File: src/rtl/half_rate_sched_pkg.sv
// Shared types and default widths for the derived-clock capture scheduler.
package half_rate_sched_pkg;

  localparam int CNT_W_DEF = 32;
  localparam int DIV_W_DEF = 8;

  typedef enum logic [1:0] {
    S_IDLE   = 2'd0,
    S_RUN    = 2'd1,
    S_FINISH = 2'd2
  } state_e;

endpackage

File: src/rtl/half_rate_capture_sched_clk_div_phase.sv
// Phase counter and registered divided clock with edge strobes.
// clear forces the divided clock low (reporting a fall if it was high).
// en advances the phase by one clk cycle.
module clk_div_phase #(
  parameter int DIV_W = 8
) (
  input  logic             clk,
  input  logic             rst,
  input  logic             en,
  input  logic             clear,
  input  logic [DIV_W-1:0] div_q,
  output logic             clk_div,
  output logic             rise,
  output logic             fall,
  output logic             tick
);

  logic [DIV_W-1:0] phase;

  // A derived edge happens on the last clk cycle of each half-period.
  assign tick = en && (phase == div_q - DIV_W'(1));

  // Phase advance, toggle and single-cycle edge strobes.
  always_ff @(posedge clk or posedge rst) begin
    if (rst) begin
      phase   <= '0;
      clk_div <= 1'b0;
      rise    <= 1'b0;
      fall    <= 1'b0;
    end else begin
      rise <= 1'b0;
      fall <= 1'b0;
      if (clear) begin
        phase   <= '0;
        clk_div <= 1'b0;
        fall    <= clk_div;
      end else if (en) begin
        if (tick) begin
          clk_div <= ~clk_div;
          rise    <= ~clk_div;
          fall    <= clk_div;
          phase   <= '0;
        end else begin
          phase <= phase + DIV_W'(1);
        end
      end
    end
  end

endmodule

File: src/rtl/half_rate_capture_sched.sv
// Capture-run sequencer: IDLE -> RUN -> FINISH -> IDLE.
// Owns the run cycle counter, snapshot and done/err strobes; the divided
// clock itself lives in clk_div_phase.
module half_rate_capture_sched
  import half_rate_sched_pkg::*;
#(
  parameter int CNT_W   = CNT_W_DEF,
  parameter int DIV_W   = DIV_W_DEF,
  parameter int MAX_CYC = 100
) (
  input  logic             clk,
  input  logic             rst,
  input  logic             start,
  input  logic             stop,
  input  logic [DIV_W-1:0] div,
  output logic             busy,
  output logic             clk_div,
  output logic             rise,
  output logic             fall,
  output logic [CNT_W-1:0] cyc,
  output logic [CNT_W-1:0] snap,
  output logic             snap_valid,
  output logic             done,
  output logic             err
);

  state_e           state;
  logic [DIV_W-1:0] div_q;
  logic             accept;
  logic             term;
  logic             ph_en;
  logic             ph_clear;
  logic             tick;

  // Termination takes priority over any derived edge in the same cycle.
  assign accept   = (state == S_IDLE) && start && (div != '0);
  assign term     = stop || (cyc == CNT_W'(MAX_CYC));
  assign ph_en    = (state == S_RUN) && !term;
  assign ph_clear = accept || (state == S_FINISH);

  clk_div_phase #(.DIV_W(DIV_W)) u_phase (
    .clk     (clk),
    .rst     (rst),
    .en      (ph_en),
    .clear   (ph_clear),
    .div_q   (div_q),
    .clk_div (clk_div),
    .rise    (rise),
    .fall    (fall),
    .tick    (tick)
  );

  // Run FSM, cycle counter, snapshot and status strobes.
  always_ff @(posedge clk or posedge rst) begin
    if (rst) begin
      state      <= S_IDLE;
      div_q      <= '0;
      busy       <= 1'b0;
      cyc        <= '0;
      snap       <= '0;
      snap_valid <= 1'b0;
      done       <= 1'b0;
      err        <= 1'b0;
    end else begin
      snap_valid <= 1'b0;
      done       <= 1'b0;
      err        <= 1'b0;
      case (state)
        S_IDLE: begin
          if (accept) begin
            state <= S_RUN;
            div_q <= div;
            cyc   <= '0;
            busy  <= 1'b1;
          end else if (start) begin
            err <= 1'b1;
          end
        end
        S_RUN: begin
          if (term) begin
            state <= S_FINISH;
          end else begin
            cyc <= cyc + CNT_W'(1);
            if (tick) begin
              snap       <= cyc;
              snap_valid <= 1'b1;
            end
          end
        end
        S_FINISH: begin
          done  <= 1'b1;
          busy  <= 1'b0;
          state <= S_IDLE;
        end
        default: state <= S_IDLE;
      endcase
    end
  end

endmodule

File: config.mk
export PLATFORM = sky130hd
export DESIGN_NAME = half_rate_capture_sched
export DESIGN_NICKNAME = d
export VERILOG_FILES = /design/src/rtl/half_rate_sched_pkg.sv /design/src/rtl/half_rate_capture_sched_clk_div_phase.sv /design/src/rtl/half_rate_capture_sched.sv
export SDC_FILE = /design/constraint.sdc
export NUM_CORES = 1
export LEC_CHECK = 0
export ABC_CLOCK_PERIOD_IN_PS = 3200
export BUFFER_PORTS_ARGS = -buffer_cell sky130_fd_sc_hd__buf_2
export CAP_MARGIN = 20
export CORE_UTILIZATION = 33
export DETAILED_ROUTE_END_ITERATION = 6
export GPL_ROUTABILITY_DRIVEN = 1
export SLEW_MARGIN = 20
export SYNTH_ARGS = -nofsm -noshare
export SYNTH_HDL_FRONTEND = slang
export SYNTH_HIERARCHICAL = 1
export SYNTH_SLANG_ARGS = --single-unit
File: constraint.sdc
create_clock -name clk -period 3.2 [get_ports clk]
set_clock_uncertainty 0.15 [all_clocks]
set_input_delay 0 -clock clk [delete_from_list [all_inputs] [get_ports clk]]
set_output_delay 0 -clock clk [all_outputs]
set_load 0.02 [all_outputs]
* Word level (Yosys, flattened, before mapping)
Cells that the tools add are included.
Widths: inputs -> output; s select.
** Operators by class
- Add/subtract/negate cells :: 3
- Equal/unequal tests :: 7
- Multiplexer cells :: 27
- Bitwise operators :: 2
- Reduce and logical (&&, ||, !) cells :: 19
** Operators with widths (number)
- $mux 32 :: 2
- $pmux 32 s2 :: 1
- $add 32x1->32 const B :: 1
- $eq 32x7->1 const B :: 1
- $mux 8 :: 3
- $mux 1 :: 17
- $add 8x1->8 const B :: 1
- $eq 8x8->1 :: 1
- $reduce_and 2->1 :: 4
- $reduce_bool 2->1 :: 4
- $reduce_bool 8->1 :: 1
- $sub 8x1->8 const B :: 1
- $ne 2x2->1 const B :: 3
- $reduce_and 3->1 :: 2
- $logic_and 1x1->1 :: 4
- $mux 2 :: 2
- $pmux 2 s2 :: 1
- $eq 2x1->1 const B :: 1
- $eq 2x2->1 const B :: 1
- $logic_not 2->1 :: 1
- $logic_or 1x1->1 :: 2
- $not 1->1 :: 2
- $pmux 1 s2 :: 1
- $logic_not 1->1 :: 1
** Storage, ports and cells
- Bits in registers :: 89
- Input port bits :: 12
- Output and inout port bits :: 71
- Logic and storage cells :: 70

* Logic depth before layout (Yosys ltp)
Gate-level depths: netlist of the first run.
- Depth after elaboration :: 8
- Gate-level depth with buffers :: 16
- Mapped depth without buffers :: 11

* By module
Netlist of the first run, hierarchy kept.
** Modules (own cells, without submodules)
- half_rate_capture_sched :: times used 1, cells each 342, area an instance 3713.6 µm², seq. area each 1951.9 µm²
- clk_div_phase :: times used 1, cells each 84, area an instance 778.2 µm², seq. area each 275.3 µm²

* Worst setup path before layout of the first run
No wires, ideal clock.
- Kind :: reg2reg
- Start :: reg cyc[0]
- End :: reg snap[10]
- Library setup time :: 125 ps
- Data arrival time :: 3040 ps
- Required time :: 2925 ps
- Setup slack :: -114 ps
- Cell stages (with the launch flop) :: 17
- Buffers on the path :: 5
- Period minus slack after synthesis :: 3314 ps
- Cells stage by stage :: dfrtp_1 inv_1 ha_1 nor4b_1 nand4_1 o21ai_4 inv_2 buf_2 buf_2 clkbuf_1 nand3_1 a211oi_1 o311a_2 buf_6 nand2_2 buf_4 mux2_2
** Between the ends
- Word-level cells in the longest chain between the ends :: 6
- Elaborated cells between the ends (all ways) :: 7
- Those cells by class :: eq/ne: 1; bitwise: 1; reduce/logical: 5
** RTL lines
- start, declared :: RTL line half_rate_capture_sched.sv:20 : output logic [CNT_W-1:0] cyc,
- start signal, assigned :: RTL line half_rate_capture_sched.sv:83 : cyc <= cyc + CNT_W'(1);
- $eq 32x7->1 :: RTL line half_rate_capture_sched.sv:37 : assign term = stop || (cyc == CNT_W'(MAX_CYC));
- $logic_or 1x1->1 :: RTL line half_rate_capture_sched.sv:37
- $logic_not 1->1 :: RTL line half_rate_capture_sched.sv:38 : assign ph_en = (state == S_RUN) && !term;
- $logic_and 1x1->1 :: RTL line half_rate_capture_sched.sv:38
- via ph_en :: RTL line half_rate_capture_sched.sv:31 : logic ph_en;
- $logic_and 1x1->1 :: RTL line half_rate_capture_sched_clk_div_phase.sv:21 : assign tick = en && (phase == div_q - DIV_W'(1));
- via tick :: RTL line half_rate_capture_sched.sv:33 : logic tick;
- $reduce_and 3->1 (no source line)
- end signal, assigned :: RTL line half_rate_capture_sched.sv:85 : snap <= cyc;
- end, declared :: RTL line half_rate_capture_sched.sv:21 : output logic [CNT_W-1:0] snap,
The timed path passes the listed nets, and every way through them passes these cells.
A chain may end at the register's enable or synchronous reset.

* Worst setup path after layout of the first run
- Start :: reg div_q[0]
- End :: reg snap[8]
** Between the ends
- Word-level cells in the longest chain between the ends :: 4
** RTL lines
- start, declared :: RTL line half_rate_capture_sched.sv:28 : logic [DIV_W-1:0] div_q;
- start signal, assigned :: RTL line half_rate_capture_sched.sv:72 : div_q <= div;
- $sub 8x1->8 :: RTL line half_rate_capture_sched_clk_div_phase.sv:21
- $eq 8x8->1 :: RTL line half_rate_capture_sched_clk_div_phase.sv:21
- $logic_and 1x1->1 :: RTL line half_rate_capture_sched_clk_div_phase.sv:21
- via tick :: RTL line half_rate_capture_sched.sv:33
- $reduce_and 3->1 (no source line)
The timed path passes the listed nets, and every way through them passes these cells.

==> flow_summary.yaml, run 1 <==
outcome:
  outcome: "finished, final reports clean"
layout:
  seqCellArea_sq_um: 2230
  antennaDiodeCount: 0
  area_growth_pct: 23.4
  final_cell_area_sq_um: 5540
  fill_cells: 1350
  final_common_cell: "dfrtp_1"
  multi_input_area_sq_um: 2100
  utilization: 0.419
  layout_common_cells: "87 x dfrtp_1, 82 x buf_2, 52 x nand2_1"
  drive_gt1_frac: 0.320
  nNetsFinal: 543
synthesis:
  synth_edf_count: 0
  yosys_warnings: 6
  ys_types: 71
  synth-main-ff-cell: "dfrtp_1"
  synth.net_count: 442
  syn_avg_cell_area_sq_um: 10.5
  synth_seq_area_share: 0.496
  ys_async_sr_fraction: 1.00
  ys_seq_elements: 89
  synthesis.area_sq_um: 4490
  synthCells: 426
sta:
  fin_tns_setup_ns: 0
  relSlewSlack: 0.468
  finalCritPeriodShare: 0.937
  drv_slew: 0
  final_hold_viol_count: 0
  worst_slew_pin_slew_ns: 0.796
  fmax_mhz: 334
  worst_slack_ns: 0.203
  final.min_clock_period_ns: 3.00
  finalSetupViolCount: 0
  rsz0062_at_grt: "no"
power:
  powerDensity_nw_per_um2: 555
  leakage_nw: 2.85
  peakVddDrop_uv: 409
floorplan:
  fp-row-count: 42
  core_area_sq_um: 13200
  ios: 83
  die-area_sq_um: 14100
  fp.dieH_um: 119
  start_util: 0.339
  die_w_um: 119
routing:
  wl_per_cell_um: 16.0
  drt_pre_antenna_iters: 5
  drt_iter0_drc: 281
  ant_nets: 0
  wl_um: 11300
  drcViolationCount: 0
  num_vias: 3717
  via_per_inst: 5.25
global_route:
  grt_max_degree: 40
  antenna_found_initial: 0
  grt_pass1_vias: 3632
  overflow: 0
  grtUsageTotal: 0.173
  grt_pass1_wl_um: 19000
clock_network:
  cts_resized: 0
  cts-root-buf: "clkbuf_16"
  tritoncts: "yes"
  clkTransAtPathRegs_ns: 0.07
  clk_path_buf_depth: 2
  cts_hold_buf: 10
  cts.sinks: 89
  clk_latency_ns: 0.35
  htree_levels: 3
  post_cts_buffers: 0
  numCtsBuffers: 9
min_path:
  hp-class: "primary input to asynchronous set/reset pin"
placement:
  hpwl_um: 7950
  post-place-ws_ns: 0.211
  io_buffers: 82
  dpl-instance-area_sq_um: 5150
  place_congestion: 0.840
critical_path:
  cp.required_ns: 3.28
  arrival_ns: 3.08
  reg2reg_from: "div_q[0]"
  cp-start-kind: "flip-flop"
  cp_max_fo: 28
  end_kind: "flip-flop"
  crit_type: "flip-flop to flip-flop"
  critPathLaunch: "div_q[0]"
run:
  max_cap_violations: 0
metrics by stage:
stage / hold WS, ns / power, mW / cells
floorplan: -0.298 / 1.84 / 426
global placement: -0.125 / 2.02 / 682
detailed placement: -0.110 / 2.05 / 682
CTS: 0.0483 / 3.12 / 708
global route: 0.0745 / 3.26 / 708
finish: 0.0583 / 3.08 / 708
flip-flops by register name (all words and copies together) (netlist names):
name             flops
cyc                 32
u_phase/clk_div      1
done                 1
state                2
u_phase/phase        8
u_phase/rise         1
u_phase/fall         1
div_q                8
snap                32
busy                 1
err                  1
snap_valid           1
Yosys cell counts (3+ instances only):
cell | number | share of area
mux2_2 | 33 | 0.083
o211a_1 | 3 | 0.0067
ha_1 | 4 | 0.011
xnor2_1 | 9 | 0.018
or3_1 | 3 | 0.0042
a31oi_1 | 7 | 0.0097
nand2b_1 | 6 | 0.0084
buf_2 | 5 | 0.0056
and3_1 | 11 | 0.015
a21o_1 | 6 | 0.010
nor2b_1 | 3 | 0.0042
a22o_1 | 3 | 0.0059
mux2i_1 | 4 | 0.0089
or2_2 | 4 | 0.0056
nor2_1 | 18 | 0.015
buf_4 | 3 | 0.0050
nand4_1 | 10 | 0.014
nand3_1 | 13 | 0.014
a21oi_1 | 8 | 0.0089
a211o_1 | 10 | 0.019
inv_1 | 15 | 0.013
o21ai_0 | 7 | 0.0078
dfrtp_1 | 89 | 0.50
nand2_1 | 52 | 0.043
nor3_1 | 24 | 0.027
nor4_1 | 10 | 0.014
xor2_1 | 5 | 0.0097
clkbuf_1 | 5 | 0.0042
final timing paths:
kind | endpoint | slack (ns) | cells after the start
worst max register to register | snap[8] | 0.20 | 9
worst max-delay path | snap[8] | 0.20 | 9
min in group clk | div_q[5] | 0.06 | 5
worst min-delay path | u_phase/phase[0] | 0.06 | 3
worst min register to register | busy | 0.34 | 2
max in group asynchronous | snap[29] | 1.97 | 4
critical path, stage by stage, from the launching register on:
cell,delay [ns]
dfrtp_1,0.43
inv_1,0.08
ha_1,0.17
or3b_2,0.48
or4_1,0.41
a211oi_1,0.25
o311a_2,0.25
nand2_2,0.13
buf_12,0.20
mux2_2,0.29
cell type report:
cell class	instances	area share
sequential	89	0.402
clock buffer	11	0.0420
inverter	17	0.0117
multi-input combinational	303	0.380
clock inverter	5	0.0102
tap	176	0.0397
timing repair buffer	107	0.115
logic make-up (layout without fill, tap and decap cells):
group / after synthesis / after routing / share of synthesized area
flops: 89 / 89 / 0.496
fa+ha+maj: 4 / 4 / 0.0111
buf+inv: 34 / 140 / 0.0357
compound gates: 72 / 72 / 0.125
mux: 38 / 38 / 0.0950
simple gates: 175 / 175 / 0.210
xor+xnor: 14 / 14 / 0.0273
power breakdown:
part	switching [mW]	total [mW]	internal, mW
registers	0.133	1.35	1.22
clock network	0.438	1.04	0.604
logic	0.419	0.682	0.263
layer usage:
layer | wire length (um) | up-vias | global-route usage
met5 | 0 | - | 0
met3 | 657 | 16 | 0.0434
met2 | 5330 | 108 | 0.270
met4 | 187 | 0 | 0.0641
li1 | - | 1765 | -
met1 | 5150 | 1828 | 0.230
Note: power is estimated with default switching activity, not from simulation.
==> run 2, diff against run 1 <==
--- a/config.mk
+++ b/config.mk
@@ -5,7 +5,7 @@
 export SDC_FILE = /design/constraint.sdc
 export NUM_CORES = 1
 export LEC_CHECK = 0
-export ABC_CLOCK_PERIOD_IN_PS = 3200
+export ABC_CLOCK_PERIOD_IN_PS = 3800
 export BUFFER_PORTS_ARGS = -buffer_cell sky130_fd_sc_hd__buf_2
 export CAP_MARGIN = 20
 export CORE_UTILIZATION = 33
==> constraint.sdc (replaced) <==
create_clock -name clk -period 3.8 [get_ports clk]
set_clock_uncertainty 0.15 [all_clocks]
set_input_delay 0 -clock clk [delete_from_list [all_inputs] [get_ports clk]]
set_output_delay 0 -clock clk [all_outputs]
set_load 0.02 [all_outputs]
==> flow_summary.yaml, run 2 (synthesized netlist as in run 1, its figures left out) <==
placement:
  io_buffers: 82
  post-place-ws_ns: 0.590
  hpwl_um: 7550
  dp_cells: 673
  place_congestion: 0.832
layout:
  multi_input_area_sq_um: 2100
  fill_cells: 1356
  final-instance-count-excl-fill: 699
  utilization: 0.418
  drive_gt1_frac: 0.306
  final_common_cell: "dfrtp_1"
  area_growth_pct: 23.1
  layout_common_cells: "89 x dfrtp_1, 82 x buf_2, 52 x nand2_1"
  reg_top3: "cyc (32), snap (32)"
  antennaDiodeCount: 0
  nNetsFinal: 534
  seqCellArea_sq_um: 2230
sta:
  fin_tns_setup_ns: 0
  finalCritPeriodShare: 0.841
  rsz0062_at_grt: "no"
  final.min_clock_period_ns: 3.20
  worst_slack_ns: 0.605
  final_hold_viol_count: 0
  drv_slew: 0
  fmax_mhz: 313
  finalSetupViolCount: 0
  relSlewSlack: 0.402
  worst_slew_pin_slew_ns: 0.897
critical_path:
  arrival_ns: 3.28
  reg2reg_depth: 9
  cp-start-kind: "flip-flop"
  crit_type: "flip-flop to flip-flop"
  cp.required_ns: 3.88
  end_kind: "flip-flop"
  cp_max_fo: 28
clock_network:
  numCtsBuffers: 9
  clkTransAtPathRegs_ns: 0.06
  clk_path_buf_depth: 2
  post_cts_buffers: 0
  htree_levels: 3
  tritoncts: "yes"
  cts.sinks: 89
  clk_latency_ns: 0.35
  cts-root-buf: "clkbuf_16"
run:
  max_cap_violations: 0
power:
  peakVddDrop_uv: 222
  p_total_mw: 2.77
  leakage_nw: 2.84
  powerDensity_nw_per_um2: 500
global_route:
  antenna_found_initial: 0
  grt_max_degree: 53
  grt_pass1_wl_um: 18300
  grt_pass1_vias: 3529
  overflow: 0
  grtUsageTotal: 0.166
routing:
  drcViolationCount: 0
  num_vias: 3612
  drt_iter0_drc: 173
  wl_per_cell_um: 15.8
  via_per_inst: 5.17
  ant_nets: 0
  drt_pre_antenna_iters: 5
  wl_um: 11100
floorplan:
  start_util: 0.339
  die_w_um: 119
  core_area_sq_um: 13200
  ios: 83
  fp-row-count: 42
  fp.dieH_um: 119
  die-area_sq_um: 14100
outcome:
  outcome: "finished, final reports clean"
min_path:
  hp-class: "primary input to asynchronous set/reset pin"
-- run 2: cell count changes in the layout (fill, tap and decap cells not counted), sizes merged --
cell | previous run | this run
clkinvlp | 1 | 0
buf | 97 | 88
bufinv | 1 | 4
clkinv | 4 | 3
clkbuf | 11 | 10
-- run 2: final timing paths --
path | slack (ns) | to | from
min reg2reg | 0.35 | snap[1] | snap[1]
max in group asynchronous | 2.41 | err | rst
min | 0.05 | u_phase/phase[0] | rst
max reg2reg | 0.60 | snap[8] | div_q[0]
min in group clk | 0.05 | div_q[7] | start
max | 0.60 | snap[8] | div_q[0]
-- run 2: power by group --
group	leakage (nW)	switching [mW]	total (mW)	internal [mW]
Sequential	1.22	0.124	1.15	1.02
Clock	0.176	0.368	1.07	0.707
Combinational	1.44	0.335	0.543	0.207
-- run 2: final cells by class --
type                            count  share of cell area
Sequential cell                    89               0.403
Timing Repair Buffer               98               0.100
Clock buffer                       10              0.0414
Multi-Input combinational cell    303               0.380
Clock inverter                      6              0.0235
Inverter                           17              0.0118
Tap cell                          176              0.0398
-- run 2: what timing repair did --
item / CTS / global route
hold buffers: 10 / 0
resized for setup: 0 / 0
endpoints found under the hold margin: 72 / 0
-- run 2: stage by stage --
step | cell area, sq um | hold WS (ns)
global placement | 5070 | -0.128
global route | 5530 | 0.0676
CTS | 5530 | 0.0374
finish | 5530 | 0.0468
detailed placement | 5070 | -0.125
floorplan | 4490 | -0.298
-- run 2: worst max-delay path, stage by stage, from the launching register on --
cell and delay [ns]:
dfrtp_1 0.42, inv_1 0.07, ha_1 0.16, or3b_2 0.47, or4_1 0.40, a211oi_1 0.26
o311a_2 0.37, nand2_2 0.15, buf_4 0.30, mux2_2 0.31
-- run 2: routing by layer --
metal  vias up  part of all wire  GRT usage
li1       1747                 -          -
met1      1750              0.47      0.226
met2       106              0.46      0.253
met3         9             0.056     0.0420
met4         0             0.014     0.0649
met5         -                 0          0
